`src/rtl/regfile_scoreboard.sv`:
```
// Issue-stage scoreboard for the integer register file: per-register pending-write counters gate issue.
// Optional macro SCOREBOARD_BYPASS_EN lets a same-cycle write-back clear a source hazard on a count of 1.
module regfile_scoreboard #(
  parameter int NREG  = 32,
  parameter int CNT_W = 2
) (
  input  logic            clk,
  input  logic            reset,
  input  logic            halt,
  input  logic            issue_valid,
  input  logic [4:0]      issue_rd,
  input  logic            issue_rd_we,
  input  logic [4:0]      issue_rs1,
  input  logic            issue_rs1_used,
  input  logic [4:0]      issue_rs2,
  input  logic            issue_rs2_used,
  output logic            issue_ready,
  input  logic            wb_valid,
  input  logic [4:0]      wb_rd,
  input  logic            kill_valid,
  input  logic [4:0]      kill_rd,
  output logic [NREG-1:0] busy,
  output logic [15:0]     stall_count,
  output logic            err_underflow
);

  localparam logic [CNT_W-1:0] CNT_MAX = '1;

  logic [CNT_W-1:0] cnt_q [NREG];
  logic [CNT_W-1:0] cnt_d [NREG];
  logic [NREG-1:0]  busy_q, busy_d;
  logic [15:0]      stall_q;
  logic             err_q;

  logic hz_rs1, hz_rs2, hz_sat, fire, underflow, stall_inc;

  always_comb begin
    hz_rs1 = issue_rs1_used && (issue_rs1 != 5'd0) && (cnt_q[issue_rs1] != '0);
    hz_rs2 = issue_rs2_used && (issue_rs2 != 5'd0) && (cnt_q[issue_rs2] != '0);
`ifdef SCOREBOARD_BYPASS_EN
    // The register file forwards a same-cycle write, so the last pending write landing now is safe to read.
    if (wb_valid && (wb_rd == issue_rs1) && (cnt_q[issue_rs1] == CNT_W'(1)))
      hz_rs1 = 1'b0;
    if (wb_valid && (wb_rd == issue_rs2) && (cnt_q[issue_rs2] == CNT_W'(1)))
      hz_rs2 = 1'b0;
`endif
    // Saturation looks at the current count only; a retire this cycle does not unblock it.
    hz_sat = issue_rd_we && (issue_rd != 5'd0) && (cnt_q[issue_rd] == CNT_MAX);
  end

  assign issue_ready = !halt && !hz_rs1 && !hz_rs2 && !hz_sat;
  assign fire        = issue_valid && issue_ready;
  assign stall_inc   = issue_valid && !issue_ready && !halt;

  always_comb begin
    underflow = 1'b0;
    busy_d    = '0;
    for (int r = 0; r < NREG; r++) begin
      logic           inc;
      logic [CNT_W:0] dec;
      logic [CNT_W:0] sum;
      inc = fire && issue_rd_we && (issue_rd == 5'(r));
      dec = (CNT_W+1)'(wb_valid && (wb_rd == 5'(r)))
          + (CNT_W+1)'(kill_valid && (kill_rd == 5'(r)));
      sum = {1'b0, cnt_q[r]} + (CNT_W+1)'(inc);
      if (r == 0) begin
        cnt_d[r] = '0;
      end else if (sum < dec) begin
        cnt_d[r]  = '0;
        underflow = 1'b1;
      end else begin
        cnt_d[r] = CNT_W'(sum - dec);
      end
      busy_d[r] = (r != 0) && (cnt_d[r] != '0);
    end
  end

  always_ff @(posedge clk or posedge reset) begin
    if (reset) begin
      for (int r = 0; r < NREG; r++) cnt_q[r] <= '0;
      busy_q  <= '0;
      stall_q <= '0;
      err_q   <= 1'b0;
    end else if (!halt) begin
      cnt_q  <= cnt_d;
      busy_q <= busy_d;
      if (stall_inc && (stall_q != 16'hFFFF)) stall_q <= stall_q + 16'd1;
      if (underflow) err_q <= 1'b1;
    end
  end

  assign busy          = busy_q;
  assign stall_count   = stall_q;
  assign err_underflow = err_q;

endmodule

```
`config.mk`:
```
export PLATFORM = sky130hd
export DESIGN_NAME = regfile_scoreboard
export DESIGN_NICKNAME = d
export VERILOG_FILES = /design/src/rtl/regfile_scoreboard.sv
export SDC_FILE = /design/constraint.sdc
export NUM_CORES = 1
export LEC_CHECK = 0
export CAP_MARGIN = 20
export CORE_AREA = 10 10 149 151
export CTS_CLUSTER_SIZE = 30
export DETAILED_ROUTE_END_ITERATION = 12
export DIE_AREA = 0 0 159 161
export GPL_ROUTABILITY_DRIVEN = 0
export PLACE_DENSITY = 0.7
export SYNTH_ARGS = -nofsm -noshare
export SYNTH_HDL_FRONTEND = slang
export SYNTH_SLANG_ARGS = --single-unit
```
`constraint.sdc`:
```
create_clock -name clk -period 4.7 [get_ports clk]
set_input_delay 0.705 -clock clk [delete_from_list [all_inputs] [get_ports clk]]
set_output_delay 0.705 -clock clk [all_outputs]
set_load 0.01 [all_outputs]
```
* Yosys cells after proc, flatten, opt, wreduce, memory -nomap -nowiden
Index checks and enable logic that the tools add are counted.
** Word-level totals
- Register bits :: 110
- Word-level logic and storage cells :: 482
- Output and inout port bits :: 50
** Operators by class
- Multiplexer cells :: 71
- Eq/ne operators :: 95
- Bitwise logic cells :: 4
- Reductions and logical operators :: 150
- $add $sub $neg :: 94
- Order comparisons :: 34
** Operators by type and width (count)
- == test 5 bit, second input constant :: 48
- == test 5 x 4 -> 1 bit, second input constant :: 24
- logical AND 1 bit :: 107
- adder 2 x 1 -> 3 bit :: 31
- < comparator 3 x 2 -> 1 bit :: 31
- 2-to-1 mux 2 bit :: 37
- nonzero test 2 bit :: 33
- adder 1 x 1 -> 2 bit :: 31
- subtractor 2 bit :: 31
- == test 5 x 3 -> 1 bit, second input constant :: 12
- 2-to-1 mux 1 bit :: 31
- binary-select mux 2 bit (select 5 bit) :: 3
- == test 5 x 2 -> 1 bit, second input constant :: 6
- greater-or-equal comparator 6 bit, second input constant :: 3
- inverter 5 -> 6 bit :: 3
- adder 16 x 1 -> 16 bit, second input constant :: 1
- inequality test 16 bit, second input constant :: 1
- == test 5 x 1 -> 1 bit, second input constant :: 3
- nonzero test 5 bit :: 3
- logical NOT 1 bit :: 5
- AND reduction 2 bit :: 2
- == test 2 bit, second input constant :: 1
- inverter 1 bit :: 1

* Depth between registers and ports, before layout
Gate-level depths: netlist of the first run.
- Depth in word-level cells :: 47
- Depth in mapped cells :: 19
- Mapped depth without buffers :: 16

* Least setup slack after synthesis of the first run
Ideal clock, no wire load.
- Path kind :: input -> register
- Start point :: input issue_rd[2]
- End point :: register err_q, in the netlist err_underflow
- Setup time :: 0.127 ns
- Setup slack :: 0.127 ns
- Stages on the path :: 18
- Required time :: 4.573 ns
- Path buffers :: 2
- Data arrival time :: 4.446 ns
- Path through :: buf_2 or3b_4 a311oi_1 nor4_1 a41o_1 a2111oi_4 nand2_2 buf_2 nor3_1 ha_1 inv_1 fa_1 o31ai_1 nand4_1 nor4b_1 and4b_1 a21oi_1 or2_2
** On the way
- Cells in the longest elaborated chain, start to end :: 45
- Elaborated cells on any way between the ends :: 168
** Ends and longest elaborated chain
- start, declared :: RTL line 11 : input logic [4:0] issue_rd,
- inverter 5 -> 6 bit (implied by the code) :: RTL line 48 : hz_sat = issue_rd_we && (issue_rd != 5'd0) && (cnt_q[issue_rd] == CNT_MAX);
- binary-select mux 2 bit (select 5 bit) :: RTL line 48
- 2-to-1 mux 2 bit (implied by the code) (2 in series) :: RTL line 48
- == test 2 bit :: RTL line 48
- logical AND 1 bit :: RTL line 48
- logical NOT 1 bit :: RTL line 51 : assign issue_ready = !halt && !hz_rs1 && !hz_rs2 && !hz_sat;
- logical AND 1 bit :: RTL line 51
- logical AND 1 bit :: RTL line 52 : assign fire = issue_valid && issue_ready;
- logical AND 1 bit (2 in series) :: RTL line 62 : inc = fire && issue_rd_we && (issue_rd == 5'(r));
- adder 2 x 1 -> 3 bit :: RTL line 65 : sum = {1'b0, cnt_q[r]} + (CNT_W+1)'(inc);
- < comparator 3 x 2 -> 1 bit :: RTL line 68 : end else if (sum < dec) begin
- 2-to-1 mux 1 bit (30 in series) :: RTL line 68
- 2-to-1 mux 1 bit * :: RTL line 68
- AND reduction 2 bit (no line) *
- end signal, assigned :: RTL line 83 : err_q <= 1'b0;
- end signal, assigned :: RTL line 88 : if (underflow) err_q <= 1'b1;
- end, declared :: RTL line 33 : logic err_q;
Every way passes the cells marked *; elsewhere a longest branch is shown, timed or not. The select of a mux whose other input is x is not followed.
A chain may end at the register's enable or synchronous reset.

* Final worst setup path of the first run
- Start point :: input issue_rs2[1]
- End point :: register err_q, in the netlist err_underflow
** On the way
- Cells in the longest elaborated chain, start to end :: 46
- Elaborated cells on any way between the ends :: 138
** Ends and longest elaborated chain
- start, declared :: RTL line 15 : input logic [4:0] issue_rs2,
- inverter 5 -> 6 bit (implied by the code) :: RTL line 39 : hz_rs2 = issue_rs2_used && (issue_rs2 != 5'd0) && (cnt_q[issue_rs2] != '0);
- binary-select mux 2 bit (select 5 bit) :: RTL line 39
- 2-to-1 mux 2 bit (implied by the code) (2 in series) :: RTL line 39
- nonzero test 2 bit :: RTL line 39
- logical AND 1 bit * :: RTL line 39
- logical NOT 1 bit * :: RTL line 51
- logical AND 1 bit * (2 in series) :: RTL line 51
- logical AND 1 bit * :: RTL line 52
- logical AND 1 bit * :: RTL line 62
- logical AND 1 bit :: RTL line 62
- adder 2 x 1 -> 3 bit :: RTL line 65
- < comparator 3 x 2 -> 1 bit :: RTL line 68
- 2-to-1 mux 1 bit (30 in series) :: RTL line 68
- 2-to-1 mux 1 bit * :: RTL line 68
- AND reduction 2 bit (no line) *
Marked as above.

==> impl_metrics.ini, run 1 <==
[clock_tree]
insertion_delay_ps = 370
cts_buffer_depth = 2
clock_sinks = 110
path_clk_slew_ps = 80
cts-buffers-inserted = 9
cts_root_buf = clkbuf_16
ctsHoldBuffers = 0
tritoncts = done
h-tree-depth = 3

[logic_synthesis]
synthFlopType = dfrtp_1
syn_area_mm2 = 0.00942
syn-num-nets = 1284
synth_top_cells_by_count = nand2_1 (194), nor2_1 (126), ha_1 (125), dfrtp_1 (110), inv_1 (100)
yosys.area.top_type = dfrtp_1
synth.area.top_cells = dfrtp_1 (29%), ha_1 (17%), nand2_1 (7.7%)
synth_most_common_cell = nand2_1
yosysTopAreaCellShare_pct = 29.2
synth-seq-cells = 110
ys_seq_area_share_pct = 29.2
async_reset_ff_share_pct = 100
syn_avg_cell_area_um2 = 8.61
synthCells = 1094
synth_edf_count = 0
ys_types = 62
yosys_warnings = 0

[pwr]
peakVddDrop_mv = 0.179
powerDensity_mw_per_mm2 = 258
p_leak_nw = 6.09
fin_total_pwr_mw = 3.21

[place]
place_ws_ps = -974
portBuffers = 82
post-dp-hpwl_um = 23200

[detailed_routing]
ant_nets = 0
drt_iter0_drc = 1055
vias_per_cell = 5.68
vias = 9088
wire_per_inst_um = 19.0
wl_um = 30300
drc = 0
drt_pass1_iterations = 5

[setup_path]
critPathRequiredTime_ps = 4960
r2r_slack_ps = 30
crit_type = in2reg
worstSetupStartpointType = input port
arrival_ps = 5040
critPathMaxFanout = 11
endpoint_kind = register

[die]
fp.dieW_um = 159
core_area_mm2 = 0.0192
die_h_um = 161
dieArea_mm2 = 0.0256
num_rows = 51
io_pins = 84
start_util_pct = 49.0

[sta]
drv_slew = 0
max_slew_margin_pct = 34.8
finClkSkew_ps = 13.0
finalHoldViolations = 0
tightest_slew_ps = 977
fmax_ghz = 0.209
fin_setup_tns_ps = -76.8
fin_crit_sh_pct = 102
setup_viol = 1
rsz0062_at_grt = true
setup_slack_ps = -76.8
period_needed_ps = 4780

[final_layout]
fin_nets = 1519
drive_gt1_share_pct = 21.1
fillers = 1579
areaGrowthSynthToFinish_pct = 32.0
diodes = 0

[global_routing]
grt_usage_pct = 23.2
grt_max_degree = 101
met1_usage_pct = 29.3
busiest_layer = met2
grtUsageMet2_pct = 37.2
antenna_found_initial = 1
met3_usage_pct = 4.91
grt_pass1_wl_um = 48000
grt_pass1_vias = 9105
overflow = 0

[run_status]
status = complete, but fails checks
failed_checks = setup timing

[min_path]
hold_class = reg2reg

[job]
drv_cap = 0
## logic make-up after synthesis
group	count (synthesis)	share of synthesized area, %
compound gates	108	8.51
xor+xnor	46	4.28
fa+ha+maj	156	23.2
buf+inv	146	6.16
flops	110	29.2
mux	18	3.92
other cells	1	0.0398
simple gates	509	24.7
## path summary, 6_finish.rpt
check                             start            end  depth (start not counted)
max                        issue_rs2[1]  err_underflow                         20
max reg2reg                   cnt_q[51]  err_underflow                         17
min in group asynchronous         reset        busy[2]                          2
min                            busy[30]       busy[30]                          1
min reg2reg                    busy[30]       busy[30]                          1
max in group asynchronous         reset      cnt_q[22]                          3
## layer usage
metal,part of all wire [%],vias up,routed length (um)
met5,0,-,0
met4,3.7,0,1120
met3,9.6,88,2920
met2,46,491,14000
met1,41,4328,12300
li1,-,4181,-
## power by group
| group | internal [mW] | switching (mW) |
|---|---|---|
| Combinational | 0.513 | 0.508 |
| Clock | 0.513 | 0.375 |
| Sequential | 1.11 | 0.190 |
## critical path, stage by stage
cell       delay [ps]
buf_4             140
buf_6             130
buf_8             140
nor3_2            100
a21oi_1            80
o2111ai_1         230
nand4_1           210
a2111oi_4         450
nand2_2           190
clkbuf_16         210
nor3_1            290
ha_1              260
inv_1              70
fa_1              510
o31ai_2           250
buf_4             170
nand4_1           200
nor4_2            330
a21oi_2            90
or2_4             280
## layout make-up
type	instances	area [um^2]	area share, %
multi-input cells	838	6310	50.8
well taps	265	332	2.67
flip-flops and latches	110	2750	22.1
clock buffers	12	267	2.14
clock inverters	4	76.3	0.614
inverters	101	382	3.07
repair buffers	269	2310	18.6
## registers in the layout, summed over array words and instances (netlist names)
| name | flops |
|---|---|
| cnt_q | 62 |
| err_underflow | 1 |
| busy | 31 |
| stall_count | 16 |
## placed cells by master (no fill, tap or decap), types with 4 or more instances in the layout
cell	n
nor3_1	34
buf_4	178
fa_1	31
a211oi_1	6
nor2b_1	7
o31a_1	5
nand3b_1	5
nand2_1	193
xnor2_1	43
dfrtp_1	110
nand3_1	44
nor4_1	6
clkdlybuf4s50_1	70
o21ai_1	9
ha_1	123
or3_1	33
nand2b_1	6
a21oi_1	10
nand4_1	14
o211ai_1	11
mux4_2	15
nor2_1	125
nand4b_1	4
buf_6	9
nor3_2	9
o21ai_0	4
clkbuf_16	10
inv_1	98
o31ai_2	11
o31ai_1	20
## through the flow
stage                     hold WS, ps  utilization, %  cell area [um^2]  cells
after floorplan                   492               -              9420   1094
after global placement            468            61.0             11700   1573
after detailed placement          468            61.0             11700   1573
after CTS                         493            63.9             12300   1595
after global routing              512            64.7             12400   1599
final                             487            64.7             12400   1599
## what timing repair did
item / in CTS / in global routing
gates resized for setup: 48 / 49
hold endpoints to repair: 0 / 0
cloned: 2 / 1
pin swaps: 17 / 17
setup buffers: 4 / 3
endpoints found under the setup margin: 1 / 1
No activity file was read; power rests on OpenSTA's default activity.
==> run 2: changes to the inputs <==
ABC_AREA = 1   (was unset)
CORE_AREA = 10 10 154 156   (was 10 10 149 151)
DIE_AREA = 0 0 164 166   (was 0 0 159 161)
PLACE_DENSITY = 0.69   (was 0.7)
==> impl_metrics.ini, run 2 <==
[run_status]
status = finished clean

[die]
num_rows = 53
start_util_pct = 48.9
fp.dieW_um = 164
dieArea_mm2 = 0.0272
die_h_um = 166
core_area_mm2 = 0.0207
io_pins = 84

[clock_tree]
clock_sinks = 110
tritoncts = done
cts-buffers-inserted = 9
cts_root_buf = clkbuf_16
insertion_delay_ps = 370
h-tree-depth = 3
ctsHoldBuffers = 0
cts_buffer_depth = 2
path_clk_slew_ps = 80

[pwr]
p_leak_nw = 6.62
peakVddDrop_mv = 0.228
powerDensity_mw_per_mm2 = 342

[sta]
max_slew_margin_pct = 41.7
fmax_ghz = 0.223
period_needed_ps = 4490
tightest_slew_ps = 875
setup_slack_ps = 208
drv_slew = 0
fin_crit_sh_pct = 95.6
finClkSkew_ps = 12.1
setup_viol = 0
whs_ps = 496
finalHoldViolations = 0

[place]
place_ws_ps = -628
post-dp-hpwl_um = 26800
portBuffers = 82

[logic_synthesis]
synthFlopType = dfrtp_1
syn-num-nets = 1617
syn_avg_cell_area_um2 = 7.09
synth_most_common_cell = nand2_1
yosys.area.top_type = dfrtp_1
synth_edf_count = 0
synth-seq-cells = 110
synth.area.top_cells = dfrtp_1 (27%), ha_1 (15%), nand2_1 (13%)
yosys_warnings = 0
yosysTopAreaCellShare_pct = 27.2
syn_area_mm2 = 0.0101
synth_top_cells_by_count = nand2_1 (347), inv_1 (206), nor2_1 (206), ha_1 (125), nand3_1 (122)
ys_types = 39
ys_seq_area_share_pct = 27.2
async_reset_ff_share_pct = 100
synthCells = 1427

[global_routing]
grt_usage_pct = 24.3
grt_max_degree = 86
overflow = 0
grt_pass1_wl_um = 52200
antenna_found_initial = 2
grt_pass1_vias = 9537

[detailed_routing]
vias_per_cell = 5.36
drt_iter0_drc = 1389
drt_pass1_iterations = 7
wire_per_inst_um = 17.9
wl_um = 33600
vias = 10100
ant_nets = 0
drc = 0

[setup_path]
critPathRequiredTime_ps = 4920
endpoint_kind = register
arrival_ps = 4710
critPathMaxFanout = 14
crit_type = in2reg
worstSetupStartpointType = input port
r2r_slack_ps = 310

[final_layout]
drive_gt1_share_pct = 12.3
top_register = cnt_q
largest_reg_flops = 62
fin_nets = 1783
areaGrowthSynthToFinish_pct = 21.7
final_cell_mix = nand2_1 (346), inv_1 (204), nor2_1 (204), nand3_1 (122), ha_1 (121)
fillers = 1977
layout_commonest_cell = nand2_1

[job]
drv_cap = 0

[min_path]
hold_class = reg2reg
-- run 2: cell families after synthesis --
logic type	Yosys count	share of synthesized area [%]
DFF	110	27.2
other	1	0.0371
adders and majority gates	156	21.6
buffers and inverters	251	10.3
AOI/OAI and AO/OA	139	7.42
and+or+nand+nor	752	31.8
xor gates and xnor gates	18	1.56
-- run 2: where the power goes --
group          switching (mW)  internal, mW
clock                   0.380         0.427
sequential              0.276          1.20
combinational            1.09         0.830
total                    1.75          2.46
-- run 2: path summary, 6_finish.rpt --
check	from	to	cells past startpoint
worst max-delay path	issue_rd[0]	err_underflow	27
worst min-delay path	busy[17]	busy[17]	2
worst max register to register	cnt_q[17]	err_underflow	24
worst min register to register	busy[17]	busy[17]	2
max in group asynchronous	reset	cnt_q[0]	3
min in group asynchronous	reset	cnt_q[38]	2
-- run 2: critical path, cell delays in order --
cell	delay, ps
buf_4	210
buf_12	180
buf_4	140
nand3_1	70
nand2_1	60
nor2_1	110
nor2_1	50
nor2_1	110
nand2_1	60
nand3_1	90
nand2_1	80
nand2_2	80
nand2_4	70
nor2_8	150
nand3_4	150
buf_4	200
nor2_2	120
ha_1	190
inv_1	60
fa_1	470
or2_2	330
o21ai_2	170
nand4_1	220
nor4_4	310
nand3_1	110
nor2_1	120
o21bai_1	70
-- run 2: layout make-up --
type,instances,area [um^2],share of cell area (%)
Clock inverter,6,61.3,0.498
Antenna cell,2,5.00,0.0407
Inverter,212,803,6.53
Clock buffer,10,239,1.94
Sequential cell,110,2750,22.4
Multi-Input combinational cell,1066,6380,51.9
Timing Repair Buffer,194,1720,13.9
Tap cell,275,344,2.80
-- run 2: timing repair --
| item | 4_1_cts | 5_1_grt |
|---|---|---|
| resized for setup | 4 | 33 |
| setup endpoints to repair | 1 | 1 |
| endpoints found under the hold margin | 0 | 0 |
| buffers inserted | 0 | 5 |
| pin swaps | 0 | 17 |
-- run 2: stage by stage --
step / util, % / instance area [um^2] / setup TNS (ps) / std cells / power [mW]
global placement: 57.3 / 11900 / -2120 / 1852 / 3.31
detailed placement: 57.3 / 11900 / -2010 / 1852 / 3.33
CTS: 58.9 / 12200 / 0 / 1868 / 4.15
floorplan: - / 10100 / 0 / 1427 / 2.42
finish: 59.5 / 12300 / 0 / 1875 / 4.21
global route: 59.5 / 12300 / -8.27 / 1874 / 4.50
-- run 2: per-layer routing --
layer  routed length, um  global-route usage, %
met1               14100                   32.6
met5                   0                      0
met4                1520                   10.9
met3                3200                   5.40
met2               14800                   36.5
